==> src/rtl/hub75_pkg.sv <==
// Shared constants and helpers for the HUB75 panel-side receiver and display_driver.
package hub75_pkg;
  localparam int RGB_BITS = 3;

  function automatic int clog2(input int v);
    int r;
    r = 0;
    for (int i = 0; i < 31; i++) if ((1 << i) < v) r = i + 1;
    return r;
  endfunction

  // Address width that never collapses to zero bits (single-row builds).
  function automatic int addr_bits(input int v);
    return (clog2(v) > 0) ? clog2(v) : 1;
  endfunction

  // Bit offset of column col of lane lane inside a packed row image.
  function automatic int pix_ofs(input int lane, input int col, input int columns);
    return (lane * columns + col) * RGB_BITS;
  endfunction
endpackage

==> src/rtl/hub75_edge_sync.sv <==
// Two-stage input register (s1, s2) with a rising-edge strobe taken between the stages.
module hub75_edge_sync (
  input  logic clk,
  input  logic rst,
  input  logic d,
  output logic rise
);
  logic s1_q, s1_d, s2_q, s2_d;

  always_comb begin
    s1_d = d;
    s2_d = s1_q;
  end

  always_ff @(posedge clk) begin
    if (rst) begin
      s1_q <= 1'b0;
      s2_q <= 1'b0;
    end else begin
      s1_q <= s1_d;
      s2_q <= s2_d;
    end
  end

  assign rise = s1_q & ~s2_q;
endmodule

==> src/rtl/hub75_panel_receiver.sv <==
// Panel-end model of the HUB75 link: rebuilds latched rows and measures per-row OE on-time.
// Optional frame statistics (frame_valid/frame_cycles) under HUB75_RX_FRAME_STATS_EN.
module hub75_panel_receiver
  import hub75_pkg::*;
#(
  parameter int SEGMENTS     = 1,
  parameter int ROWS         = 8,
  parameter int COLUMNS      = 32,
  parameter int ONTIME_WIDTH = 24,
  localparam int ROW_W       = addr_bits(ROWS),
  localparam int DATA_W      = SEGMENTS * COLUMNS * RGB_BITS
) (
  input  logic                      clk,
  input  logic                      rst,
  input  logic [RGB_BITS*SEGMENTS-1:0] in_rgb,
  input  logic                      in_oclk,
  input  logic                      in_lat,
  input  logic                      in_oe,
  input  logic [ROW_W-1:0]          in_row,
  output logic                      row_valid,
  output logic [ROW_W-1:0]          row_addr,
  output logic [DATA_W-1:0]         row_data,
  output logic                      err_count,
  output logic                      ontime_valid,
  output logic [ROW_W-1:0]          ontime_row,
  output logic [ONTIME_WIDTH-1:0]   ontime_cycles
`ifdef HUB75_RX_FRAME_STATS_EN
  , output logic                    frame_valid
  , output logic [31:0]             frame_cycles
`endif
);
  localparam int COL_W = clog2(COLUMNS + 1);

  logic oclk_rise, lat_rise;

  hub75_edge_sync u_oclk_sync (.clk(clk), .rst(rst), .d(in_oclk), .rise(oclk_rise));
  hub75_edge_sync u_lat_sync  (.clk(clk), .rst(rst), .d(in_lat),  .rise(lat_rise));

  logic [RGB_BITS*SEGMENTS-1:0] rgb_s1_q, rgb_s1_d;
  logic                         oe_s1_q, oe_s1_d;
  logic [ROW_W-1:0]             row_s1_q, row_s1_d, row_s2_q, row_s2_d;
  logic [COL_W-1:0]             col_cnt_q, col_cnt_d;
  logic                         overrun_q, overrun_d;
  logic [DATA_W-1:0]            buf_q, buf_d;
  logic                         row_valid_q, row_valid_d, err_q, err_d;
  logic [ROW_W-1:0]             row_addr_q, row_addr_d;
  logic [DATA_W-1:0]            row_data_q, row_data_d;
  logic [ONTIME_WIDTH-1:0]      ot_cnt_q, ot_cnt_d, ot_cycles_q, ot_cycles_d, ot_sum;
  logic                         ot_valid_q, ot_valid_d;
  logic [ROW_W-1:0]             ot_row_q, ot_row_d;

  always_comb begin
    rgb_s1_d    = in_rgb;
    oe_s1_d     = in_oe;
    row_s1_d    = in_row;
    row_s2_d    = row_s1_q;
    col_cnt_d   = col_cnt_q;
    overrun_d   = overrun_q;
    buf_d       = buf_q;
    row_valid_d = 1'b0;
    err_d       = 1'b0;
    row_addr_d  = row_addr_q;
    row_data_d  = row_data_q;

    if (oclk_rise) begin
      if (col_cnt_q < COL_W'(COLUMNS)) begin
        for (int s = 0; s < SEGMENTS; s++)
          buf_d[pix_ofs(s, int'(col_cnt_q), COLUMNS) +: RGB_BITS] = rgb_s1_q[s*RGB_BITS +: RGB_BITS];
        col_cnt_d = col_cnt_q + COL_W'(1);
      end else begin
        overrun_d = 1'b1;
      end
    end

    // Latch sees the post-shift state so a coincident pixel is captured and counted.
    if (lat_rise) begin
      row_valid_d = 1'b1;
      row_addr_d  = row_s1_q;
      row_data_d  = buf_d;
      err_d       = (col_cnt_d != COL_W'(COLUMNS)) | overrun_d;
      col_cnt_d   = '0;
      overrun_d   = 1'b0;
    end
  end

  always_comb begin
    ot_sum      = (&ot_cnt_q) ? ot_cnt_q : ot_cnt_q + ONTIME_WIDTH'(oe_s1_q);
    ot_cnt_d    = ot_sum;
    ot_valid_d  = 1'b0;
    ot_row_d    = ot_row_q;
    ot_cycles_d = ot_cycles_q;
    if (row_s1_q != row_s2_q) begin
      ot_valid_d  = 1'b1;
      ot_row_d    = row_s2_q;
      ot_cycles_d = ot_sum;
      ot_cnt_d    = ONTIME_WIDTH'(oe_s1_q);
    end
  end

  always_ff @(posedge clk) begin
    if (rst) begin
      rgb_s1_q    <= '0;
      oe_s1_q     <= 1'b0;
      row_s1_q    <= '0;
      row_s2_q    <= '0;
      col_cnt_q   <= '0;
      overrun_q   <= 1'b0;
      buf_q       <= '0;
      row_valid_q <= 1'b0;
      err_q       <= 1'b0;
      row_addr_q  <= '0;
      row_data_q  <= '0;
      ot_cnt_q    <= '0;
      ot_valid_q  <= 1'b0;
      ot_row_q    <= '0;
      ot_cycles_q <= '0;
    end else begin
      rgb_s1_q    <= rgb_s1_d;
      oe_s1_q     <= oe_s1_d;
      row_s1_q    <= row_s1_d;
      row_s2_q    <= row_s2_d;
      col_cnt_q   <= col_cnt_d;
      overrun_q   <= overrun_d;
      buf_q       <= buf_d;
      row_valid_q <= row_valid_d;
      err_q       <= err_d;
      row_addr_q  <= row_addr_d;
      row_data_q  <= row_data_d;
      ot_cnt_q    <= ot_cnt_d;
      ot_valid_q  <= ot_valid_d;
      ot_row_q    <= ot_row_d;
      ot_cycles_q <= ot_cycles_d;
    end
  end

  assign row_valid     = row_valid_q;
  assign row_addr      = row_addr_q;
  assign row_data      = row_data_q;
  assign err_count     = err_q;
  assign ontime_valid  = ot_valid_q;
  assign ontime_row    = ot_row_q;
  assign ontime_cycles = ot_cycles_q;

`ifdef HUB75_RX_FRAME_STATS_EN
  logic [31:0] frame_cnt_q, frame_cnt_d, frame_cycles_q, frame_cycles_d;
  logic        frame_valid_q, frame_valid_d;

  // A frame closes when the scan wraps from the last row back to row 0.
  always_comb begin
    frame_cnt_d    = frame_cnt_q + 32'd1;
    frame_valid_d  = 1'b0;
    frame_cycles_d = frame_cycles_q;
    if (row_s1_q != row_s2_q && row_s2_q == ROW_W'(ROWS - 1) && row_s1_q == '0) begin
      frame_valid_d  = 1'b1;
      frame_cycles_d = frame_cnt_q + 32'd1;
      frame_cnt_d    = '0;
    end
  end

  always_ff @(posedge clk) begin
    if (rst) begin
      frame_cnt_q    <= '0;
      frame_valid_q  <= 1'b0;
      frame_cycles_q <= '0;
    end else begin
      frame_cnt_q    <= frame_cnt_d;
      frame_valid_q  <= frame_valid_d;
      frame_cycles_q <= frame_cycles_d;
    end
  end

  assign frame_valid  = frame_valid_q;
  assign frame_cycles = frame_cycles_q;
`endif
endmodule

==> config.mk <==
export PLATFORM = sky130hd
export DESIGN_NAME = hub75_panel_receiver
export DESIGN_NICKNAME = d
export VERILOG_FILES = /design/src/rtl/hub75_pkg.sv /design/src/rtl/hub75_edge_sync.sv /design/src/rtl/hub75_panel_receiver.sv
export SDC_FILE = /design/constraint.sdc
export NUM_CORES = 1
export LEC_CHECK = 0
export BUFFER_PORTS_ARGS = -buffer_cell sky130_fd_sc_hd__buf_2
export CAP_MARGIN = 25
export CORE_AREA = 2 2 179 181
export DETAILED_ROUTE_END_ITERATION = 10
export DIE_AREA = 0 0 181 183
export PLACE_DENSITY = 0.49
export SYNTH_ARGS = -nofsm -noshare
export SYNTH_HDL_FRONTEND = slang
export SYNTH_SLANG_ARGS = --single-unit
==> constraint.sdc <==
create_clock -name clk -period 4.32 [get_ports clk]
set_input_delay 0 -clock clk [delete_from_list [all_inputs] [get_ports clk]]
set_output_delay 0 -clock clk [all_outputs]
set_load 0.005 [all_outputs]
=== After elaboration in Yosys (flattened, before gate mapping) ===
Cells that the tools add are included.

* Output and inout bits: 129
* Flip-flop bits (word level): 270
* Bits of input ports: 11

* $add $sub $neg: 3
* Shifts and indexed selects: 2
* $lt $le $gt $ge: 1
* Bitwise operators: 6
* Eq/ne operators: 2
* Multiply operators: 1
* Reduce and logical (&&, ||, !) cells: 4
* Multiplexer cells: 11

{| class="wikitable"
|+ Operator list
! cell !! number
|-
| two-way mux 96 bit || 2
|-
| bitwise mux 96 bit || 1
|-
| variable shift 3 x 33 -> 96 bit, first input constant || 1
|-
| variable part select 3 x 33 -> 96 bit || 1
|-
| negation 8 -> 33 bit || 1
|-
| adder 24 x 1 -> 24 bit || 1
|-
| two-way mux 24 bit || 1
|-
| AND reduction 24 bit || 1
|-
| two-way mux 6 bit || 2
|-
| multiplier 6 x 2 -> 8 bit, second input constant || 1
|-
| adder 6 x 1 -> 6 bit, second input constant || 1
|-
| < comparator 6 bit, second input constant || 1
|-
| inequality test 6 bit, second input constant || 1
|-
| OR reduction 2 bit || 3
|-
| two-way mux 1 bit || 5
|-
| inequality test 3 bit || 1
|-
| NOT 1 bit || 3
|-
| AND 1 bit || 2
|-
| OR 1 bit || 1
|}

=== Logic depth before layout (Yosys ltp) ===
Gate-level depths: netlist of the first run.

* Word-level depth: 6
* Mapped depth: 10

=== Hierarchy ===
From an unflattened synthesis of the first run, not the netlist that was laid out.

* Cell total of the unflattened synthesis: 1097
* Area total of the unflattened synthesis: 10297.4 um^2

{| class="wikitable"
|+ By module, submodules not included
! module !! seq. area each (um^2) !! cells each !! instances !! area an instance (um^2)
|-
| hub75_panel_receiver || 5325.1 || 1087 || 1 || 10174.8
|-
| hub75_edge_sync || 40.0 || 5 || 2 || 61.3
|}

=== Worst setup path after synthesis of the first run ===
Ideal clock, no wire load.

* Path type: register to register
* From: register col_cnt_q[0]
* To: register row_data_q[91], in the netlist row_data[91]
* Arrival time: 2428 ps
* Stages on the path, launching flop included: 10
* Setup slack: 1760 ps
* Setup time: 132 ps
* Cell sequence: dfxtp_1 -> clkbuf_1 -> inv_1 -> ha_1 -> buf_4 -> or3b_1 -> mux2_2 -> a21oi_2 -> mux2i_1 -> a21oi_1

* Word-level cells in the longest chain between the ends: 6
* Elaborated cells between the ends (all ways): 8
* Those cells by class: 1 x add/sub; 1 x mul; 1 x order compare; 2 x shift; 3 x mux

{| class="wikitable"
|+ Ends and longest elaborated chain
! item !! line !! source
|-
| from (decl) || hub75_panel_receiver.sv:42 || <nowiki>logic [COL_W-1:0] col_cnt_q, col_cnt_d;</nowiki>
|-
| from (signal assigned) || hub75_panel_receiver.sv:122 || <nowiki>col_cnt_q <= col_cnt_d;</nowiki>
|-
| multiplier 6 x 2 -> 8 bit || hub75_pkg.sv:19 || <nowiki>return (lane * columns + col) * RGB_BITS;</nowiki>
|-
| negation 8 -> 33 bit || hub75_panel_receiver.sv:68 || <nowiki>buf_d[pix_ofs(s, int'(col_cnt_q), COLUMNS) +: RGB_BITS] = rgb_s1_q[s*RGB_BITS +: RGB_BITS];</nowiki>
|-
| variable part select 3 x 33 -> 96 bit / variable shift 3 x 33 -> 96 bit (equally long branches) || hub75_panel_receiver.sv:68 ||
|-
| bitwise mux 96 bit || hub75_panel_receiver.sv:68 ||
|-
| two-way mux 96 bit * || hub75_panel_receiver.sv:66 || <nowiki>if (col_cnt_q < COL_W'(COLUMNS)) begin</nowiki>
|-
| two-way mux 96 bit * || hub75_panel_receiver.sv:65 || <nowiki>if (oclk_rise) begin</nowiki>
|-
| to (signal assigned) || hub75_panel_receiver.sv:128 || <nowiki>row_data_q <= row_data_d;</nowiki>
|-
| to (decl) || hub75_panel_receiver.sv:47 || <nowiki>logic [DATA_W-1:0] row_data_q, row_data_d;</nowiki>
|}

Mark *: on every way between the ends. The rest lies on a longest branch, timed or not.
A chain may end at the register's enable or synchronous reset.

=== Worst setup path in the final report of the first run ===
* From: register col_cnt_q[0]
* To: register row_data_q[48], in the netlist row_data[48]

Same word-level chain as after synthesis.

==> results of run 1 <==
-- metal layers --
layer | wire length (um) | GRT usage | up-vias
met4 | 528 | 0.0354 | 0
met3 | 1290 | 0.0292 | 45
li1 | - | - | 4034
met2 | 12400 | 0.264 | 159
met5 | 0 | 0 | -
met1 | 13600 | 0.233 | 3738
-- report_power, final --
part | switching [mW] | internal [mW] | total [mW]
clock network | 1.01 | 1.47 | 2.48
logic | 0.202 | 0.122 | 0.323
registers | 0.0556 | 2.57 | 2.62
total | 1.27 | 4.15 | 5.43
-- cell usage after synthesis (all sizes together), types with 5 or more instances --
cell / number / area [um2]
and2: 12 / 75.1
nor2: 148 / 556
nor2b: 19 / 119
and3: 11 / 68.8
o2111ai: 12 / 130
buf: 12 / 63.8
mux2i: 87 / 871
o21bai: 6 / 52.6
nor3: 5 / 25.0
nand3: 24 / 133
clkbuf: 63 / 238
dfxtp: 270 / 5410
ha: 7 / 87.6
nand2: 38 / 143
xnor2: 19 / 174
nand4: 8 / 50.1
a31oi: 13 / 81.3
inv: 7 / 26.3
a21oi: 126 / 706
xor2: 10 / 87.6
a211oi: 22 / 165
o21ai: 126 / 634
or3: 6 / 37.5
-- metrics by stage --
stage / total power, mW / setup slack (ps) / hold slack, ps / utilization / area [um2]
after floorplan: 2.85 / 1760 / 128 / - / 10200
after global placement: 2.99 / 972 / 213 / 0.358 / 11200
after detailed placement: 2.99 / 801 / 219 / 0.359 / 11200
after CTS: 5.50 / 778 / 122 / 0.393 / 12300
after global routing: 5.64 / 387 / 149 / 0.394 / 12300
final: 5.43 / 702 / 129 / 0.394 / 12300
-- cell type report --
cell class,instances,area [um2],share of cell area
flip-flops and latches,270,5410,0.440
multi-input cells,730,4470,0.364
repair buffers,159,912,0.0742
clock buffers,43,880,0.0716
well taps,402,503,0.0409
clock inverters,11,93.8,0.00763
inverters,7,26.3,0.00214
-- what timing repair did --
| item | 4_1_cts | 5_1_grt |
|---|---|---|
| setup buffers | 0 | 0 |
| hold buffers | 9 | 0 |
| hold endpoints to repair | 9 | 0 |
-- worst max-delay path: cells and delay by family, from the launching register on --
family                   cells  cell delay [ps]
AND/OR/NAND/NOR              2              990
flip-flops                   1              700
XOR/XNOR                     1              680
AO/OA/AOI/OAI                2              590
adder cells (fa/ha/maj)      1              390
buffers and inverters        1              170
-- logic make-up (layout without fill, tap and decap cells) --
group / count (synthesis) / in the layout
compound gates: 317 / 317
simple gates: 289 / 289
flops: 270 / 270
mux: 88 / 88
buf+inv: 82 / 220
xor+xnor: 29 / 29
fa+ha+maj: 7 / 7
-- registers in the layout (all words and copies together) (netlist names), 3 cells and up --
| signal | flops |
|---|---|
| rgb_s1_q | 3 |
| row_s1_q | 3 |
| ot_cnt_q | 24 |
| ontime_row | 3 |
| row_s2_q | 3 |
| ontime_cycles | 24 |
| buf_q | 96 |
| col_cnt_q | 6 |
| row_data | 96 |
| row_addr | 3 |
-- layout by cell type, fill, tap and decap left out, types with 17 or more instances in the layout --
master / count
buf_2: 138
a211oi_1: 22
nor2_1: 148
nand2_1: 38
clkbuf_16: 30
a21oi_1: 108
xnor2_1: 18
mux2i_1: 87
dfxtp_1: 270
o21ai_0: 121
nand3_1: 23
a21oi_2: 17
nor2b_1: 18
-- final timing paths --
| check | from | slack, ps | depth (start not counted) | to |
|---|---|---|---|---|
| max | col_cnt_q[0] | 700 | 7 | row_data[48] |
| min | rst | 130 | 3 | ontime_row[1] |
| max reg2reg | col_cnt_q[0] | 700 | 7 | row_data[48] |
| min reg2reg | ontime_cycles[12] | 440 | 2 | ontime_cycles[12] |
==> summary.md, run 1 <==
| Metric | Value |
|---|---|
| Crit-path max cell delay | `770 ps` |
| FFs w/ async S/R, synth | `0` |
| Synth-to-Final Area Change | `20.5%` |
| Largest family of logic cells by synthesized area | `compound AO/OA/AOI/OAI gates` |
| Initial DRT Pass Iterations | `6` |
| Htree depth | `1` |
| Num CTS Buffers | `30` |
| Placed cells | `1558` |
| Routability congestion estimate | `0.827` |
| Leak | `4.88 nW` |
| Vias/cell | `4.92` |
| Syn nets | `1100` |
| Synth Area in Adders | `0.00859` |
| Seq/Total Area, Yosys | `0.530` |
| Final-report hold violation count | `0` |
| Compound-Gate Fraction of Synth Area | `0.184` |
| Post-synthesis mux area share | `0.0865` |
| Synth Area in XOR/XNOR | `0.0256` |
| Slew headroom | `0.320` |
| Post-DRT Antenna Nets | `0` |
| Clock buffer depth | `3` |
| RSZ-0062 raised after global routing | `no` |
| Latest clock arrival within the worst-skew pair | `560 ps` |
| Max Cap Viol | `0` |
| Gr ovfl total | `0` |
| Synthesized flop and latch total | `270` |
| Die area | `0.0331 mm2` |
| Core box area | `0.0312 mm2` |
| Total global-route track usage | `0.165` |
| Hold/Removal Path Class | `input pin to flop` |
| Crit start category | `flop` |
| Die height | `183 um` |
| Crit. End Element | `flop` |
| Number of synthesized flops with an enable pin | `0` |
| Initial antenna violation count | `0` |
| Simple-gate share of the synthesized area | `0.133` |
| Port bufs | `139` |
| Setup-failing EPs final | `0` |
| Core Rows | `65` |
| Setup TNS | `0 ps` |
| CTS resizes | `0` |
| Starting Density | `0.327` |
| Maximum clock rate | `0.276 GHz` |
| Vias in the first global route | `7535` |
| Post-DP HPWL | `18.4 mm` |
| Share of layout cells above drive strength 1 | `0.195` |
| Worst Path Arrival | `4090 ps` |
| Worst slew pin tran | `1010 ps` |
| Crit-path cells | `inv_1, ha_1, xor2_1, o41ai_1, nor4_2, nand3_1, a31oi_1` |
| Synth unique cells | `56` |
| CTS Sinks | `270` |
| Status | `finished, final reports clean` |
| Slew Viols, Final | `0` |
| Nets | `1216` |
| Warnings from Yosys | `0` |
| DR vias | `7976` |
| CTS tree | `done` |
| Die Wd | `181 um` |
| Main synth FF type | `dfxtp_1` |
| Post-layout min period | `3620 ps` |
| CTS root buf | `clkbuf_16` |
| Worst-path clk slew | `60 ps` |
| Mapped Area | `0.0102 mm2` |
| Global-route wire length before repair | `43.6 mm` |
| Drt wl/cell | `17.1 um` |
| Fillers | `3225` |
| Mean Syn Cell Area | `9.42 um2` |
| Setup CP Type | `flop to flop` |
| Routed WL | `27.8 mm` |
| Gate Count Post-Synth | `1082` |
| IO Count | `140` |
| Worst Skew | `12.8 ps` |
| Final Non-Filler Cells | `1622` |
| Crit Path Max Fanout | `18` |
| Initial DRC count | `570` |
| Diode count | `0` |
| Pwr dens | `441 mW/mm2` |
| Worst EP required | `4790 ps` |
| VDD IR max | `0.000274 V` |
| DRC viols | `0` |
| Largest net degree at the start of global routing | `87` |
| Final period util | `0.837` |
| Critical path's slowest cell | `nor4_2` |
Power figures use the tool's default switching activity.
==> run 2: changes to the inputs <==
--- a/config.mk
+++ b/config.mk
@@ -5,12 +5,13 @@
 export SDC_FILE = /design/constraint.sdc
 export NUM_CORES = 1
 export LEC_CHECK = 0
+export ABC_AREA = 1
 export BUFFER_PORTS_ARGS = -buffer_cell sky130_fd_sc_hd__buf_2
 export CAP_MARGIN = 25
-export CORE_AREA = 2 2 179 181
+export CORE_AREA = 2 2 186 188
 export DETAILED_ROUTE_END_ITERATION = 10
-export DIE_AREA = 0 0 181 183
-export PLACE_DENSITY = 0.49
+export DIE_AREA = 0 0 188 190
+export PLACE_DENSITY = 0.51
 export SYNTH_ARGS = -nofsm -noshare
 export SYNTH_HDL_FRONTEND = slang
 export SYNTH_SLANG_ARGS = --single-unit
==> constraint.sdc (replaced) <==
create_clock -name clk -period 3.2 [get_ports clk]
set_input_delay 0 -clock clk [delete_from_list [all_inputs] [get_ports clk]]
set_output_delay 0 -clock clk [all_outputs]
set_load 0.005 [all_outputs]
==> summary.md, run 2 <==
| Metric | Value |
|---|---|
| Setup bufs post-CTS | `0 (unchanged)` |
| FFs w/ async S/R, synth | `0 (unchanged)` |
| Warnings from Yosys | `0 (unchanged)` |
| Port bufs | `139 (unchanged)` |
| Final Non-Filler Cells | `2169 (+34%)` |
| Multi-input logic area | `0.00443 mm2 (-0.90%)` |
| Leak | `6.63 nW (+36%)` |
| CTS root buf | `clkbuf_16` |
| Placed Area | `0.0122 mm2 (+8.6%)` |
| Worst slew pin tran | `637 ps (-370 ps)` |
| Diode count | `0 (unchanged)` |
| Largest net degree at the start of global routing | `62 (-29%)` |
| Post-DP HPWL | `22.3 mm (+21%)` |
| Worst r2r path cells | `12 (+5)` |
| RSZ-0062 raised after global routing | `no` |
| Hold worst-path end | `row_s1_q[1]` |
| Commonest cells post-synth | `nand2_1 (512), dfxtp_1 (270), inv_1 (224), nor2_1 (119), nand3_1 (118)` |
| # hold bufs at CTS | `9 (unchanged)` |
| Met2 routed WL | `13.6 mm (+9.1%)` |
| Drt wl/cell | `14.4 um (-16%)` |
| Slew headroom | `0.576 (+0.256)` |
| Worst R2R End | `row_data[57]` |
| Final period util | `0.763 (-0.0748)` |
| CTS resizes | `0 (unchanged)` |
| Most frequent cells in the layout | `nand2_1 (512), dfxtp_1 (270), inv_1 (224), buf_2 (139), nand3_1 (118)` |
| Hold depth | `3 (unchanged)` |
| Initial DRT Pass Iterations | `5 (-1)` |
| Register area | `0.00541 mm2 (unchanged)` |
| Maximum clock rate | `0.410 GHz (+48%)` |
| Commonest non-fill, non-tap cell in the layout | `nand2_1` |
| Mapped Area | `0.0110 mm2 (+7.7%)` |
| Latest clock arrival within the worst-skew pair | `550 ps (about the same)` |
| Setup CP Type | `flop to flop` |
| Synth-to-Final Area Change | `21.0%` |
| Status | `finished, final reports clean` |
| Routability congestion estimate | `0.887 (+7.2%)` |
| Design area | `0.0133 mm2 (+8.1%)` |
| IO Count | `140 (unchanged)` |
| Synth top area cells | `dfxtp_1 (49%), nand2_1 (17%), inv_1 (7.7%)` |
| DRC viols | `0 (unchanged)` |
| Nets | `1708 (+40%)` |
| Max Cap Viol | `0 (unchanged)` |
| DR vias | `9706 (+22%)` |
| Routed WL | `31.2 mm (+12%)` |
| Htree depth | `1 (unchanged)` |
| CTS tree | `done` |
| Syn nets | `1569 (+43%)` |
| Total global-route track usage | `0.175 (+0.0104)` |
| Seq/Total Area, Yosys | `0.492 (-0.0380)` |
| Global-route wire length before repair | `50.7 mm (+16%)` |
| Max Used Layer | `met4` |
| Crit Path Max Fanout | `15 (-3)` |
| Clock buffer depth | `3 (unchanged)` |
| Initial DRC count | `635 (+11%)` |
| Vias/cell | `4.47 (-9.0%)` |
| Initial antenna violation count | `0 (unchanged)` |
| Hold path start | `rst` |
| Number of synthesized flops with an enable pin | `0 (unchanged)` |
| Pwr dens | `548 mW/mm2 (+24%)` |
| Top cell type by total area after synthesis | `dfxtp_1` |
| Worst Skew | `11.2 ps (-1.55 ps)` |
| Core Rows | `68 (+4.6%)` |
| Worst EP required | `3610 ps (-1180 ps)` |
| Die height | `190 um (+3.8%)` |
| Most common cell in the netlist | `nand2_1` |
| Crit. End Element | `flop` |
| Die area | `0.0357 mm2 (+7.8%)` |
| Final-report hold violation count | `0 (unchanged)` |
| Crit start category | `flop` |
| Worst-path clk slew | `60 ps (about the same)` |
| CTS Sinks | `270 (unchanged)` |
| Post-layout min period | `2440 ps (-1180 ps)` |
| Worst Path Arrival | `2850 ps (-1240 ps)` |
| Setup-failing EPs final | `0 (unchanged)` |
| Synthesized flop and latch total | `270 (unchanged)` |
| Gate Count Post-Synth | `1551 (+43%)` |
| Placed cells | `2104 (+35%)` |
| Reg-to-reg slack, setup | `760 ps (+60 ps)` |
| Slew Viols, Final | `0 (unchanged)` |
| Main synth FF type | `dfxtp_1` |
| RR Startpoint | `col_cnt_q[1]` |
| Hold/Removal Path Class | `input pin to flop` |
| Synth unique cells | `31 (-45%)` |
| Setup TNS | `0 ps (unchanged)` |
| Starting Density | `0.324 (-0.00292)` |
| Die Wd | `188 um (+3.9%)` |
| Synth top area share | `0.492 (-0.0380)` |
| Post-DRT Antenna Nets | `0 (unchanged)` |
| Num CTS Buffers | `30 (unchanged)` |
| Hold Slack | `49.4 ps (-79.1 ps)` |
| Gr ovfl total | `0 (unchanged)` |
| Vias in the first global route | `9299 (+23%)` |
| Fillers | `3623 (+12%)` |
| Met1 WL | `15.6 mm (+15%)` |
| Met3 wire length | `1.50 mm (+16%)` |
| VDD IR max | `0.000354 V (+29%)` |
| Mean Syn Cell Area | `7.08 um2 (-25%)` |
| Core box area | `0.0339 mm2 (+8.7%)` |
| Share of layout cells above drive strength 1 | `0.148 (-0.0469)` |
## run 2: changes by cell type after synthesis, sizes merged, moves of 13 or more
cell	delta
nor2b	-19
o21ai	-61
mux2i	-87
xnor2	-16
a211oi	-22
a21oi	-122
nand4	+52
buf	+13
nand2	+479
nand3	+96
clkbuf	-31
inv	+234
## run 2: how the worst max path moves through the flow
stage                       from            to  cells after the start
floorplan           col_cnt_q[0]     buf_q[84]                     10
global placement    col_cnt_q[1]   row_data[5]                     12
detailed placement  col_cnt_q[1]   row_data[5]                     12
CTS                 col_cnt_q[1]   row_data[5]                     12
global route        col_cnt_q[1]     buf_q[59]                     12
finish              col_cnt_q[1]  row_data[57]                     12
## run 2: report_power, final
group          internal [mW]  switching, mW  total, mW
combinational         0.0803          0.269      0.349
sequential              3.39         0.0139       3.40
clock                   2.14           1.39       3.53
## run 2: area by class of cell
type | instances | area share
inverters | 245 | 0.0692
clock inverters | 15 | 0.0117
multi-input cells | 979 | 0.333
repair buffers | 164 | 0.0706
flip-flops and latches | 270 | 0.407
clock buffers | 41 | 0.0657
well taps | 455 | 0.0428
## run 2: kinds of logic after synthesis
kind of cell               after synthesis  share of synthesized area
AOI/OAI and AO/OA                       79                     0.0383
xor gates and xnor gates                17                     0.0136
adders and majority gates                7                    0.00797
buffers and inverters                  302                      0.106
DFF                                    270                      0.492
and+or+nand+nor                        876                      0.342
## run 2: worst max-delay path: stages, from the launching register on
cell     delay [ps]
dfxtp_1         450
inv_1           120
ha_1            260
nand2_1         110
nand2_2         200
inv_2           300
nand2_1         150
inv_2           140
nand2_1          90
nor2_1          210
nand2_1          80
nand3_1         130
o21ai_1          70
## run 2: per-layer routing
metal / up-vias / GRT usage
met5: - / 0
met4: 0 / 0.0391
met3: 41 / 0.0245
met2: 212 / 0.274
met1: 4394 / 0.255
li1: 5059 / -
## run 2: per-stage QoR
stage | util | power [mW] | worst slack, ps
final | 0.392 | 7.28 | 760
after global routing | 0.392 | 7.58 | 496
after CTS | 0.392 | 7.39 | 741
after detailed placement | 0.359 | 3.82 | 737
after global placement | 0.358 | 3.82 | 798
after floorplan | - | 3.70 | 1280
==> run 3: changes to the inputs <==
==> constraint.sdc (replaced) <==
create_clock -name clk -period 2 [get_ports clk]
set_input_delay 0 -clock clk [delete_from_list [all_inputs] [get_ports clk]]
set_output_delay 0 -clock clk [all_outputs]
set_load 0.005 [all_outputs]
==> summary.md, run 3 (synthesis gave the netlist of run 2 again) <==
| Metric | Value |
|---|---|
| Status | `finished, final reports clean` |
| Utilization after layout | `0.405 (+0.0133)` |
| Largest net degree at the start of global routing | `118 (+90%)` |
| Share of layout cells above drive strength 1 | `0.177 (+0.0285)` |
| Worst slew pin tran | `601 ps (-36.0 ps)` |
| Initial antenna violation count | `0 (unchanged)` |
| Core Rows | `68 (unchanged)` |
| Placed Area | `0.0124 mm2 (+2.2%)` |
| Post-DP HPWL | `22.2 mm (-0.24%)` |
| Fillers | `3618 (-0.14%)` |
| Met1 usage | `0.242 (-0.0129)` |
| Design area | `0.0137 mm2 (+3.4%)` |
| Post-DRT Antenna Nets | `0 (unchanged)` |
| Clock buffer depth | `3 (unchanged)` |
| Max Cap Viol | `0 (unchanged)` |
| Leak | `6.80 nW (+2.6%)` |
| Pwr dens | `852 mW/mm2 (+56%)` |
| CTS Sinks | `270 (unchanged)` |
| Maximum clock rate | `0.537 GHz (+31%)` |
| Crit start category | `flop` |
| Initial DRT Pass Iterations | `5 (unchanged)` |
| Worst Skew | `6.67 ps (-4.54 ps)` |
| Crit-path max cell delay | `350 ps (-100 ps)` |
| Hold Slack | `190 ps (+141 ps)` |
| Total global-route track usage | `0.172 (-0.00346)` |
| Port bufs | `139 (unchanged)` |
| Nets | `1738 (+1.8%)` |
| Delay-heaviest family, CP | `simple AND/OR/NAND/NOR gates` |
| CTS root buf | `clkbuf_16` |
| Worst Path Arrival | `2340 ps (-510 ps)` |
| Initial DRC count | `548 (-14%)` |
| Global-route wire length before repair | `49.6 mm (-2.0%)` |
| Worst-path clk slew | `60 ps (about the same)` |
| Crit-path cells | `inv_2, ha_4, nor2_1, inv_1, nor3_2, nand2_1, nand2_1, nand3_1, o21ai_1` |
| Starting Density | `0.324 (unchanged)` |
| Routed WL | `30.9 mm (-0.91%)` |
| Routability congestion estimate | `0.904 (+1.9%)` |
| Met2 Resource Use GR | `0.270 (-0.00412)` |
| DRC viols | `0 (unchanged)` |
| Slew headroom | `0.600 (+0.0240)` |
| Vias in the first global route | `9278 (-0.23%)` |
| Buffers & Inverters on Critical Path | `2 (-1)` |
| Power, Total | `11.7 mW (+61%)` |
| Post-layout min period | `1860 ps (-576 ps)` |
| Hold/Removal Path Class | `input pin to flop` |
| Most frequent cells in the layout | `nand2_1 (508), dfxtp_1 (268), inv_1 (220), buf_2 (139), nand3_1 (116)` |
| Setup-failing EPs final | `0 (unchanged)` |
| Final-report hold violation count | `0 (unchanged)` |
| Crit Path Max Fanout | `6 (-9)` |
| Commonest non-fill, non-tap cell in the layout | `nand2_1` |
| Latest clock arrival within the worst-skew pair | `550 ps (about the same)` |
| RSZ-0062 raised after global routing | `yes` |
| Num CTS Buffers | `30 (unchanged)` |
| CTS tree | `done` |
| Critical path's slowest cell | `dfxtp_1` |
| Die area | `0.0357 mm2 (unchanged)` |
| Vias/cell | `4.48 (about the same)` |
| Setup CP Type | `flop to flop` |
| Final period util | `0.932 (+0.169)` |
| Most Used Layer, Global Route | `met2` |
| Diode count | `0 (unchanged)` |
| M3 GR Usage | `0.0334 (+0.00885)` |
| Gr ovfl total | `0 (unchanged)` |
| Drt wl/cell | `14.1 um (-2.2%)` |
| Die height | `190 um (unchanged)` |
| Synth-to-Final Area Change | `25.1%` |
| Setup TNS | `0 ps (unchanged)` |
| DR vias | `9840 (+1.4%)` |
| Slew Viols, Final | `0 (unchanged)` |
| Crit. End Element | `flop` |
| Core box area | `0.0339 mm2 (unchanged)` |
| Critical Path Most Common Cell | `nand2_1` |
| Worst EP required | `2470 ps (-1140 ps)` |
| VDD IR max | `0.000653 V (+85%)` |
| IO Count | `140 (unchanged)` |
| Htree depth | `1 (unchanged)` |
| Die Wd | `188 um (unchanged)` |
==> run 3: cell count changes in the layout (fill, tap and decap cells not counted), moves of 3 or more <==
| cell | delta |
|---|---|
| buf_12 | +6 |
| buf_4 | +23 |
| clkbuf_1 | +3 |
| clkbuf_8 | +4 |
| clkinv_2 | -7 |
| inv_1 | -4 |
| inv_2 | +3 |
| nand2_1 | -4 |
| nand2_4 | +3 |
| nor2_1 | -13 |
| nor2_4 | +11 |
| o21ai_2 | +3 |
==> run 3: path summary, 6_finish.rpt <==
check                           cells after the start  slack (ps)            to          from
worst min register to register                      2         450  row_data[95]  row_data[95]
worst min-delay path                                4         190   row_s1_q[0]     in_row[0]
worst max-delay path                                9         140   row_data[2]  col_cnt_q[0]
worst max register to register                      9         140   row_data[2]  col_cnt_q[0]
==> run 3: layout make-up <==
cell class,count,area (um2),share of cell area
inverters,245,922,0.0671
well taps,455,569,0.0414
clock buffers,48,940,0.0684
clock inverters,7,90.1,0.00655
multi-input cells,979,4590,0.334
flip-flops and latches,270,5410,0.393
repair buffers,194,1230,0.0894
==> run 3: per-stage QoR <==
| stage | instances | worst slack, ps |
|---|---|---|
| 3_3_place_gp | 2133 | -54.8 |
| 5_1_grt | 2198 | -29.3 |
| 6_report | 2198 | 136 |
| 4_1_cts | 2198 | 8.22 |
| 2_1_floorplan | 1551 | 77.5 |
| 3_5_place_dp | 2133 | 6.84 |
==> run 3: routing by layer <==
| metal | part of all wire | up-vias |
|---|---|---|
| li1 | - | 5136 |
| met1 | 0.50 | 4449 |
| met2 | 0.43 | 218 |
| met3 | 0.053 | 37 |
| met4 | 0.019 | 0 |
| met5 | 0 | - |
==> run 3: power breakdown <==
| part | total [mW] | internal [mW] | switching [mW] |
|---|---|---|---|
| registers | 5.44 | 5.42 | 0.0216 |
| logic | 0.649 | 0.192 | 0.456 |
| clock network | 5.62 | 3.45 | 2.17 |
==> run 3: tightest hold or removal path: cells and delay by family <==
| family | cells | cell delay [ps] |
|---|---|---|
| buffers and inverters | 3 | 640 |
| AND/OR/NAND/NOR | 1 | 60 |
==> run 3: timing repair <==
| item | 4_1_cts | 5_1_grt |
|---|---|---|
| hold buffers | 10 | 0 |
| endpoints found under the hold margin | 18 | 0 |
| buffers inserted | 0 | 0 |
| gates resized for setup | 0 | 49 |
| setup endpoints to repair | 0 | 137 |
